$ cat config.mk
export PLATFORM = sky130hd
export DESIGN_NAME = svm_strobe_gen
export DESIGN_NICKNAME = d
export VERILOG_FILES = /design/src/rtl/svm_strobe_gen.sv
export SDC_FILE = /design/constraint.sdc
export NUM_CORES = 1
export LEC_CHECK = 0
export ABC_CLOCK_PERIOD_IN_PS = 3680
export CAP_MARGIN = 20
export CORE_MARGIN = 4
export CORE_UTILIZATION = 50
export CTS_BUF_LIST = sky130_fd_sc_hd__clkbuf_4
export DETAILED_ROUTE_END_ITERATION = 16
export PLACE_DENSITY = 0.87
export REMOVE_ABC_BUFFERS = 1
export SLEW_MARGIN = 20
export SYNTH_ARGS = -nofsm -noshare
export SYNTH_HDL_FRONTEND = slang
export SYNTH_SLANG_ARGS = --single-unit
$ cat constraint.sdc
create_clock -name clk -period 3.68 [get_ports clk]
set_input_delay 0.736 -clock clk [delete_from_list [all_inputs] [get_ports clk]]
set_output_delay 0.736 -clock clk [all_outputs]
set_load 0.01 [all_outputs]
$ cat src/rtl/svm_strobe_gen.sv
// svm_strobe_gen
// Capture/release strobe generator for the SVM datapath. Runs a valid/ready
// handshake with the feature-vector source and emits a capture strobe when a
// vector begins. It emits a release strobe PIPE_DEPTH cycles after that
// vector's last beat is accepted. In-flight vectors are counted, and new
// vectors are held off once MAX_INFLIGHT vectors are outstanding.
//
// Parameters:
//   PIPE_DEPTH   : cycles from last-beat accept to release strobe (>= 1)
//   MAX_INFLIGHT : credit limit on captured-but-unreleased vectors (>= 1)
//   CNT_W        : width of inflight (2**CNT_W > MAX_INFLIGHT)
//
// Ports:
//   clk        in   rising-edge clock
//   rst        in   asynchronous active-high reset
//   in_valid   in   source presents a feature beat
//   in_last    in   beat is the final feature of its vector
//   in_ready   out  beat accepted this cycle (combinational from registers)
//   capture_l  out  one-cycle pulse: a new vector has begun
//   release_l  out  one-cycle pulse: a vector's result exits the pipeline
//   inflight   out  vectors captured and not yet released
//   vec_count  out  released vectors, wraps modulo 2**16

module svm_strobe_gen #(
  parameter int unsigned PIPE_DEPTH   = 8,
  parameter int unsigned MAX_INFLIGHT = 4,
  parameter int unsigned CNT_W        = 8
) (
  input  logic             clk,
  input  logic             rst,
  input  logic             in_valid,
  input  logic             in_last,
  output logic             in_ready,
  output logic             capture_l,
  output logic             release_l,
  output logic [CNT_W-1:0] inflight,
  output logic [15:0]      vec_count
);

  localparam int unsigned VC_W = 16;
  localparam logic [CNT_W-1:0] MAX_CNT = CNT_W'(MAX_INFLIGHT);

  typedef enum logic {
    IDLE = 1'b0,
    BUSY = 1'b1
  } state_t;

  state_t                state;
  logic [PIPE_DEPTH-1:0] dly;
  logic                  accept;
  logic                  vstart;
  logic                  vend;

  // Credits only gate the first beat; a vector already in progress is
  // never stalled mid-stream.
  assign in_ready = (state == BUSY) | (inflight < MAX_CNT);

  assign accept = in_valid & in_ready;
  assign vstart = accept & (state == IDLE);
  assign vend   = accept & in_last;

  // The final delay stage is itself the registered release strobe.
  assign release_l = dly[PIPE_DEPTH-1];

  // Vector framing FSM, strobe/delay line, and credit/completion counters.
  always_ff @(posedge clk or posedge rst) begin
    if (rst) begin
      state     <= IDLE;
      dly       <= '0;
      capture_l <= 1'b0;
      inflight  <= '0;
      vec_count <= '0;
    end else begin
      case (state)
        IDLE:    if (accept && !in_last) state <= BUSY;
        BUSY:    if (accept && in_last)  state <= IDLE;
        default: state <= IDLE;
      endcase

      capture_l <= vstart;

      // One bit per cycle of latency; several vectors may be in the line.
      dly <= (dly << 1) | PIPE_DEPTH'(vend);

      // Coincident capture and release leave the count unchanged.
      case ({vstart, release_l})
        2'b10:   inflight <= inflight + CNT_W'(1);
        2'b01:   inflight <= inflight - CNT_W'(1);
        default: inflight <= inflight;
      endcase

      if (release_l) vec_count <= vec_count + VC_W'(1);
    end
  end

endmodule

==> run summary <==
Max FO, Critical Path - 10
Worst-Skew Late Latency - 0.33 ns
CTS resizes - 0
Layout Skew - 0.00761 ns
Final ANT Viol Nets - 0
slew at the pin closest to its max-slew limit - 0.532 ns
Port Buffer Count - 30
Layout Nets - 190
Final Hold Fails - 0
initial antenna violation count - 0
number of vias per cell - 5.46
Slew headroom - 64.5%
Hold Crit Start - dly[1]
TritonRoute pass-1 iters - 4
Ant. Diodes - 0
dpl hpwl - 2560 um
H-tree Lvls - 2
CTS Sinks - 34
RSZ-0062 raised after global routing - no
Setup Viol. Count Final - 0
clock root buffer - clkbuf_4
Max IR drop VDD - 0.000500 V
total core area - 3080 um2
largest net degree at the start of global routing - 35
CTS Hold Buffers Added - 0
slowest cell on the critical path - or4_4
Async SR Flop Fraction - 100%
num ports - 31
CP startpoint kind - flip-flop
status - finished, final reports clean
max_cap viols - 0
P per Cell Area - 697 nW/um2
vias in the first global route - 1246
via count - 1206
GRT overflow - 0
Worst Hold Class - flip-flop to flip-flop
sequential share of the synthesized area - 52.7%
Tmin final - 3.29 ns
Total Routing Usage GR - 18.5%
layout cell share with drive strength beyond 1 - 7.91%
flops & latches, synth - 34
CP cell instances - or4_4 -> o31ai_4 -> nand3_1 -> ha_1 -> ha_1 -> o21ai_0 -> nor2_1 -> a221oi_2 -> xnor2_1 -> a32o_1
critical path required time - 3.91 ns
final wirelength - 3430 um
R2R Setup Slk - 0.39 ns
initial core utilization - 52.5%
area of the mapped netlist - 1620 um2
Die Area - 4200 um2
Yosys warning count - 0
syn avg cell area - 11.5 um2
ys flop type - dfrtp_1
crit path DAT - 3.52 ns
reg-to-reg critical path startpoint - inflight[2]
origin of the worst setup path - inflight[2]
Peak Freq - 304 MHz
Total Power - 1.41 mW
Post-synth EDFFs - 0
clk buf depth - 2
period utilisation layout - 89.4%
setup bufs post-CTS - 0
leakage power - 0.913 nW
Syn Inst Count - 141
clk slew on worst S/H paths - 0.10 ns
1st-iter DRT viols - 58
Die Span Y - 64.8 um
CP max stage delay - 0.57 ns
P&R area growth vs syn - 24.9%
routed length per instance - 15.5 um
DRC Markers - 0
max-slew violations - 0
routability cong. - 0.887
# rows - 20
Unique masters post-synth - 36
Die X - 64.8 um
CTS tree - built
CP dominant cell by count - ha_1
CTS buffer count - 5
critical path class - flip-flop to flip-flop
global-route wire length before repair - 5870 um
CP endpoint kind - flip-flop
Sum Neg Setup Slack - 0 ns
[placed cells by master, fill, tap and decap left out, drive strengths merged, types with 2 or more instances in the layout]
master         instances
a211oi                 3
a21o                   2
a21oi                  5
and3                   4
clkbuf                 5
clkdlybuf4s50         30
clkinv                 2
dfrtp                 34
ha                     8
inv                    6
mux2i                  2
nand2                 10
nand3                  7
nand4                  5
nor2                   9
nor3                   2
o21ai                  5
o21bai                 2
o31ai                  2
xnor2                 13
xor2                   6
[cell usage after synthesis, drive strengths merged (2+ instances only)]
master / count / share of area (%)
dfrtp: 34 / 53
xnor2: 13 / 7.0
nand2: 10 / 2.3
nor2: 9 / 2.1
ha: 8 / 6.2
nand3: 7 / 2.2
inv: 6 / 1.4
xor2: 6 / 3.3
a21oi: 5 / 1.5
nand4: 5 / 1.9
o21ai: 5 / 1.5
and3: 4 / 1.9
a211oi: 3 / 1.7
a21o: 2 / 0.93
clkbuf: 2 / 0.46
mux2i: 2 / 1.2
nor3: 2 / 0.62
o21bai: 2 / 0.93
o31ai: 2 / 1.8
[state kept, by name (all words and copies together), names as in the netlist, named ones only]
signal     count
capture_l      1
dly            8
inflight       8
vec_count     16
[metrics by stage]
step	hold slack [ns]	setup WS [ns]	instances	util, %	area (um2)
after floorplan	0.331	0.689	139	-	1610
after global placement	0.337	0.636	214	64.0	1970
after detailed placement	0.338	0.446	214	64.0	1970
after CTS	0.360	0.430	221	65.6	2020
after global routing	0.364	0.261	221	65.6	2020
final	0.358	0.392	221	65.6	2020
[critical path: cells and delay by family, from the launching register on]
kind                     cells  cell delay (ns)
AO/OA/AOI/OAI                4             1.02
XOR/XNOR                     1             0.12
adder cells (fa/ha/maj)      2             0.75
flip-flops                   1             0.43
AND/OR/NAND/NOR              3             0.86
[layout make-up]
class | instances | area (um2)
clock buffers | 5 | 37.5
multi-input cells | 99 | 734
well taps | 44 | 55.1
flip-flops and latches | 34 | 851
fillers | 253 | 1060
repair buffers | 31 | 308
clock inverters | 2 | 10.0
inverters | 6 | 22.5
[power by group]
| part | internal, mW | switching [mW] |
|---|---|---|
| combinational | 0.329 | 0.324 |
| sequential | 0.466 | 0.0979 |
| clock | 0.0686 | 0.121 |
| total | 0.864 | 0.543 |
[path summary, 6_finish.rpt]
kind	depth (start not counted)	end
max	10	inflight[7]
min	0	dly[2]
max reg2reg	10	inflight[7]
min reg2reg	0	dly[2]
max in group asynchronous	3	vec_count[13]
min in group asynchronous	3	dly[2]
[kinds of logic (layout without fill, tap and decap cells)]
family,Yosys count,in the layout,synth area share (%)
muxes,3,3,1.94
AOI/OAI and AO/OA,25,25,11.9
xor gates and xnor gates,19,19,10.3
DFF,34,34,52.7
and+or+nand+nor,43,43,13.9
buffers and inverters,8,44,1.86
adders and majority gates,9,9,7.44
[layer usage]
metal	track usage [%]	wire [um]
met3	6.76	184
met5	0	0
met1	21.3	1400
met4	8.18	70
met2	30.8	1780
Note: power is estimated with default switching activity, not from simulation.
